## src/rtl/sum_squares_acc.sv

```systemverilog
// Frame accumulator for squared 3-bit samples: saturating sum, sample count,
// overflow and illegal-square flags, with a one-deep held result and ready/valid handshake.
module sum_squares_acc #(
   parameter int unsigned FRAME_LEN = 8,
   parameter int unsigned ACC_W     = 12
) (
   input  logic             clk,
   input  logic             rst,
   input  logic             in_valid,
   output logic             in_ready,
   input  logic [5:0]       in_sq,
   input  logic             in_last,
   output logic             out_valid,
   input  logic             out_ready,
   output logic [ACC_W-1:0] out_sum,
   output logic [7:0]       out_count,
   output logic             out_ovf,
   output logic             out_bad
);

   localparam int unsigned CNT_W = 8;
   localparam logic [ACC_W-1:0] ACC_MAX = '1;

   typedef enum logic {ST_ACC, ST_HOLD} state_t;

   state_t             state;
   state_t             state_nxt;
   logic [ACC_W-1:0]   acc;
   logic [CNT_W-1:0]   cnt;
   logic               ovf;
   logic               bad;

   logic               accept_c;
   logic               close_c;
   logic               release_c;
   logic               legal_c;
   logic               sat_c;
   logic [ACC_W:0]     sum_ext_c;
   logic [ACC_W-1:0]   acc_upd_c;
   logic [CNT_W-1:0]   cnt_upd_c;

   // State register
   always_ff @(posedge clk) begin
      if (rst) state <= ST_ACC;
      else     state <= state_nxt;
   end

   // Next-state logic
   always_comb begin
      state_nxt = state;
      case (state)
         ST_ACC:  if (close_c)   state_nxt = ST_HOLD;
         ST_HOLD: if (release_c) state_nxt = ST_ACC;
         default: state_nxt = ST_ACC;
      endcase
   end

   // State-decoded outputs; in_ready never depends on in_valid or out_ready
   always_comb begin
      in_ready = 1'b0;
      if (state == ST_ACC) in_ready = 1'b1;
   end

   // Sample update: one extra bit catches the carry that means saturation
   always_comb begin
      legal_c = 1'b0;
      case (in_sq)
         6'd0, 6'd1, 6'd4, 6'd9, 6'd16, 6'd25, 6'd36, 6'd49: legal_c = 1'b1;
         default: legal_c = 1'b0;
      endcase
      sum_ext_c = {1'b0, acc} + (ACC_W+1)'(in_sq);
      sat_c     = sum_ext_c[ACC_W];
      acc_upd_c = sat_c ? ACC_MAX : sum_ext_c[ACC_W-1:0];
      cnt_upd_c = cnt + CNT_W'(1);
      accept_c  = in_valid && in_ready;
      close_c   = accept_c && ((cnt_upd_c == CNT_W'(FRAME_LEN)) || in_last);
      release_c = (state == ST_HOLD) && out_ready;
   end

   // Accumulator and held result
   always_ff @(posedge clk) begin
      if (rst) begin
         acc       <= '0;
         cnt       <= '0;
         ovf       <= 1'b0;
         bad       <= 1'b0;
         out_valid <= 1'b0;
         out_sum   <= '0;
         out_count <= '0;
         out_ovf   <= 1'b0;
         out_bad   <= 1'b0;
      end else if (accept_c) begin
         acc <= acc_upd_c;
         cnt <= cnt_upd_c;
         ovf <= ovf | sat_c;
         bad <= bad | ~legal_c;
         if (close_c) begin
            out_valid <= 1'b1;
            out_sum   <= acc_upd_c;
            out_count <= cnt_upd_c;
            out_ovf   <= ovf | sat_c;
            out_bad   <= bad | ~legal_c;
         end
      end else if (release_c) begin
         acc       <= '0;
         cnt       <= '0;
         ovf       <= 1'b0;
         bad       <= 1'b0;
         out_valid <= 1'b0;
      end
   end

endmodule

```

## config.mk

```make
export PLATFORM = sky130hd
export DESIGN_NAME = sum_squares_acc
export DESIGN_NICKNAME = d
export VERILOG_FILES = /design/src/rtl/sum_squares_acc.sv
export SDC_FILE = /design/constraint.sdc
export NUM_CORES = 1
export LEC_CHECK = 0
export BUFFER_PORTS_ARGS = -buffer_cell sky130_fd_sc_hd__buf_2
export CORE_MARGIN = 4
export CORE_UTILIZATION = 52
export CTS_CLUSTER_SIZE = 40
export DETAILED_ROUTE_END_ITERATION = 10
export PLACE_DENSITY_LB_ADDON = 0.2
export SLEW_MARGIN = 20
export SYNTH_ARGS = -nofsm -noshare
export SYNTH_HDL_FRONTEND = slang
export SYNTH_SLANG_ARGS = --single-unit
```

## constraint.sdc

```tcl
create_clock -name clk -period 6.2 [get_ports clk]
set_clock_uncertainty 0.1 [all_clocks]
set_input_delay 1.24 -clock clk [delete_from_list [all_inputs] [get_ports clk]]
set_output_delay 1.24 -clock clk [all_outputs]
set_load 0.01 [all_outputs]
```

* After elaboration in Yosys (flattened, before gate mapping)
Index checks and enable logic that the tools add are counted.
** Storage, ports and cells
- Register bits after elaboration :: 46
- Input bits :: 11
- Output and inout bits :: 24
- Word-level logic and storage cells :: 49
** Operators by class
- Add/sub/neg operators :: 2
- Equal/unequal tests :: 9
- Muxes and demuxes :: 15
- Bitwise logic cells :: 4
- Reduce and logical (&&, ||, !) cells :: 9
** Operator list (number)
- 12-bit 2-to-1 mux :: 3
- 8-bit 2-to-1 mux :: 2
- 12-bit by 6-bit adder with 13-bit output :: 1
- 6-bit by 5-bit equality test with 1-bit output, second input constant :: 2
- 6-bit equality test, second input constant :: 2
- 1-bit 2-to-1 mux :: 9
- 8-bit by 1-bit adder with 8-bit output, second input constant :: 1
- 8-bit by 4-bit equality test with 1-bit output, second input constant :: 1
- 8-bit OR reduction :: 1
- 6-bit by 1-bit equality test with 1-bit output, second input constant :: 1
- 6-bit by 3-bit equality test with 1-bit output, second input constant :: 1
- 6-bit by 4-bit equality test with 1-bit output, second input constant :: 1
- 6-bit zero test :: 1
- 2-bit AND reduction :: 2
- 1-bit logical AND :: 3
- 2-bit by 1-bit != test with 1-bit output, second input constant :: 1
- 1-bit inverter :: 2
- 1-bit bitwise OR :: 2
- 1-bit one-hot mux with 2 select lines :: 1
- 2-bit nonzero test :: 1
- 1-bit logical OR :: 1

* Depth between registers and ports, before layout
- Depth in word-level cells :: 6
- Depth in mapped cells :: 9
- Mapped depth without buffers :: 8

* Worst setup path after synthesis
No wires, ideal clock.
- Path type :: input-to-reg
- From :: in in_sq[0]
- To :: reg acc[7]
- Library setup time :: 0.128 ns
- Arrival time :: 2.923 ns
- Required time :: 5.972 ns
- Setup slack :: 3.049 ns
- Cell stages on the path :: 8
- Path buffers :: 0
- Path through :: ha_1 -> fa_1 -> a21o_1 -> nand4_1 -> a211oi_1 -> or3_1 -> a32oi_1 -> nor2_1
** Between the ends
- Longest elaborated chain between the ends :: 3
** Ends and longest elaborated chain
- from (decl) :: line 11 : input logic [5:0] in_sq,
- 12-bit by 6-bit adder with 13-bit output :: line 71 : sum_ext_c = {1'b0, acc} + (ACC_W+1)'(in_sq);
- 12-bit 2-to-1 mux :: line 73 : acc_upd_c = sat_c ? ACC_MAX : sum_ext_c[ACC_W-1:0];
- 12-bit 2-to-1 mux :: line 92 : end else if (accept_c) begin
- to (signal assigned) :: line 93 : acc <= acc_upd_c;
- to (decl) :: line 28 : logic [ACC_W-1:0] acc;
Every way passes these cells.
A chain may end at the register's enable or synchronous reset.

* Final worst setup path
Ends and elaborated chain as after synthesis.

==> results.py <==
metrics = {
    "die": {
        "dieWidth_um": 77.1,
        "die_h_um": 77.1,
        "rows": 24,
        "pin_count": 35,
        "dieArea_sq_mm": 0.00595,
        "start_util_pct": 55.2,
        "core_sq_mm": 0.00450,
    },
    "power_and_ir_drop": {
        "p_leak_nw": 1.06,
        "power_density_mw_per_mm2": 239,
        "ir_worst_vdd_v": 0.000130,
    },
    "routing": {
        "via_per_inst": 5.73,
        "routedWlPerCell_um": 14.4,
        "vias": 2119,
        "drtIter0Drc": 204,
        "drtPass1Iterations": 4,
        "wirelength_mm": 5.35,
        "ant_nets": 0,
        "drc": 0,
    },
    "synthesis": {
        "synth.distinct_cells": 52,
        "synth-async-reset-ratio_pct": 0,
        "netlist_instances": 294,
        "synth-edff-count": 0,
        "syn_area_per_cell_sq_um": 8.46,
        "netlist_area_sq_mm": 0.00249,
        "synthFlopType": "dfxtp_1",
        "yosys_warnings": 0,
        "synth-seq-cells": 46,
        "ys_seq_area_share_pct": 37.0,
        "syn_nets": 314,
    },
    "finish": {
        "syn_to_final_growth_pct": 9.51,
        "layout.cells.non_filler": 370,
        "nets": 337,
        "drive_gt1_share_pct": 20.4,
        "stdcell_area_sq_mm": 0.00272,
        "final_util_pct": 60.4,
        "n_antenna_cell": 0,
    },
    "sta": {
        "fmax_ghz": 0.306,
        "max_slew_margin_pct": 34.6,
        "setup_viol": 0,
        "drv_slew": 0,
        "hold_viol_final": 0,
        "tightestPinTransition_ns": 0.981,
        "setup_tns_ns": 0,
        "finalCritPeriodShare_pct": 52.6,
        "grt_setup_unrepaired": "no",
        "post-route-min-period_ns": 3.26,
    },
    "worst_setup_path": {
        "critical-path-max-stage-delay_ns": 0.43,
        "critPathRequiredTime_ns": 6.26,
        "cp-end-kind": "flop",
        "worst_setup_path_start_kind": "primary input",
        "cp_max_fo": 12,
        "worstPathArrival_ns": 3.32,
        "critPathKind": "in -> reg",
        "path_cells": "buf_2, ha_1, fa_1, a21o_1, nand4_1, a211oi_2, or3_1, a32oi_1, nor2_1",
        "path_buf_inv": 1,
        "crit_family": "simple AND/OR/NAND/NOR gates",
        "slowest_stage": "or3_1",
    },
    "cts": {
        "cts_htree_levels": 2,
        "post-cts-setup-buffers": 0,
        "clk_pin_slew_ns": 0.08,
        "clockBufferDepth": 2,
        "cts_resized": 0,
        "cts-root-buf": "clkbuf_8",
        "cts_tree": "built",
        "cts_sinks": 46,
        "cts-hold-fix-buffers": 0,
        "clock_latency_ns": 0.30,
        "numCtsBuffers": 5,
    },
    "grt": {
        "grt_pass1_wl_mm": 8.90,
        "grt_usage_pct": 18.4,
        "overflow": 0,
        "grt_pass1_vias": 1825,
        "grt_max_degree": 48,
        "antenna_found_initial": 0,
    },
    "placed_design": {
        "gp_congestion": 0.845,
        "port-buffer-count": 34,
        "placed_cells": 362,
        "place_hpwl_mm": 3.66,
        "post_dp_cell_area_sq_mm": 0.00262,
    },
    "min_path": {
        "hold_path_class": "reg -> reg",
    },
    "job": {
        "max_cap_violations": 0,
    },
    "status": {
        "run_status": "finished clean",
    },
}
## cell usage in the layout, fill, tap and decap left out, types with 2 or more instances in the layout
master and count:
nor2_1 46, dfxtp_1 46, buf_2 34, nand2_1 24
a21oi_1 24, nor3_1 16, o21ai_0 14, a22oi_1 13
xnor2_1 8, ha_1 8, nand3_1 5, a211oi_2 5
a21oi_2 5, clkbuf_8 5, or3_1 4, nand2_2 4
inv_1 3, a21o_1 3, xor2_1 3, o21bai_1 3
nor2b_1 2, and3b_1 2, nor3b_1 2, and3_1 2
nor3_2 2, a211oi_1 2, nand4_1 2, nand2b_1 2
nor4_1 2, nand3b_1 2, o211ai_1 2, clkbuf_1 2
buf_4 2
## layer usage
metal | global-route usage, % | vias to the layer above | part of all wire (%)
met2 | 27.1 | 50 | 42
li1 | - | 1096 | -
met3 | 4.10 | 5 | 5.4
met4 | 6.41 | 0 | 1.2
met5 | 0 | - | 0
met1 | 26.3 | 968 | 52
## cell families (layout without fill, tap and decap cells)
| group | after synthesis | in the layout | synth area share, % |
|---|---|---|---|
| flops | 46 | 46 | 37.0 |
| mux | 2 | 2 | 0.856 |
| buf+inv | 23 | 47 | 5.49 |
| compound gates | 83 | 83 | 24.3 |
| xor+xnor | 11 | 11 | 3.88 |
| simple gates | 120 | 120 | 23.7 |
| fa+ha+maj | 9 | 9 | 4.83 |
## worst paths after layout
| path | startpoint | to | slack [ns] | cells after the start |
|---|---|---|---|---|
| worst min-delay path | out_valid$_SDFFE_PP0P_ | out_valid$_SDFFE_PP0P_ | 0.36 | 2 |
| worst min register to register | out_valid$_SDFFE_PP0P_ | out_valid$_SDFFE_PP0P_ | 0.36 | 2 |
| worst max-delay path | in_sq[0] | acc[7]$_SDFFE_PP0P_ | 2.94 | 9 |
| worst max register to register | acc[0]$_SDFFE_PP0P_ | out_sum[7]$_SDFFE_PP0P_ | 3.69 | 8 |
## worst register-to-register path, delay by kind of cell (launching register included)
kind,cells,cell delay [ns]
DFF,1,0.35
and+or+nand+nor,3,0.62
adders and majority gates,2,0.42
AOI/OAI and AO/OA,3,0.94
## registers in the layout, summed over array words and instances, names as in the netlist, 8 cells and up
| signal | cells |
|---|---|
| out_count | 8 |
| out_sum | 12 |
| cnt | 8 |
| acc | 12 |
## per-stage QoR
| stage | hold slack (ns) | power (mW) | setup slack [ns] |
|---|---|---|---|
| floorplan | 0.336 | 0.408 | 3.05 |
| global placement | 0.345 | 0.436 | 2.36 |
| detailed placement | 0.348 | 0.438 | 2.63 |
| CTS | 0.362 | 0.658 | 2.97 |
| global route | 0.386 | 0.683 | 2.79 |
| finish | 0.357 | 0.650 | 2.94 |
## layout make-up
cell class	instances	area (sq um)
inverters	3	11.3
fillers	412	1780
clock inverters	1	30.0
multi-input cells	225	1430
repair buffers	36	185
clock buffers	7	76.3
flip-flops and latches	46	921
well taps	52	65.1
## cells in the mapped netlist, drive strengths merged, types with 2 or more instances
| library cell | count | area [sq um] |
|---|---|---|
| a22oi | 13 | 97.6 |
| clkbuf | 10 | 37.5 |
| a21oi | 29 | 164 |
| or3 | 4 | 25.0 |
| and3b | 2 | 17.5 |
| nor2 | 46 | 173 |
| a311oi | 2 | 23.8 |
| nand2 | 28 | 115 |
| buf | 10 | 87.6 |
| a21o | 3 | 22.5 |
| nor4 | 2 | 12.5 |
| xor2 | 3 | 26.3 |
| nor3 | 18 | 100 |
| inv | 3 | 11.3 |
| nand2b | 2 | 12.5 |
| nor2b | 2 | 12.5 |
| nand3 | 6 | 42.5 |
| o211ai | 2 | 15.0 |
| o41ai | 2 | 25.0 |
| o21bai | 3 | 22.5 |
| o21ai | 14 | 70.1 |
| dfxtp | 46 | 921 |
| xnor2 | 8 | 70.1 |
| a31oi | 2 | 27.5 |
| ha | 8 | 100 |
| nand4 | 2 | 12.5 |
| and3 | 2 | 12.5 |
| nor3b | 2 | 15.0 |
| nand3b | 2 | 15.0 |
| a211oi | 7 | 72.6 |
## where the power goes
group / leakage (nW) / internal [mW] / switching [mW]
Sequential: 0.375 / 0.309 / 0.00923
Combinational: 0.634 / 0.0433 / 0.0696
Clock: 0.0524 / 0.121 / 0.0974
Note: power is estimated with default switching activity, not from simulation.
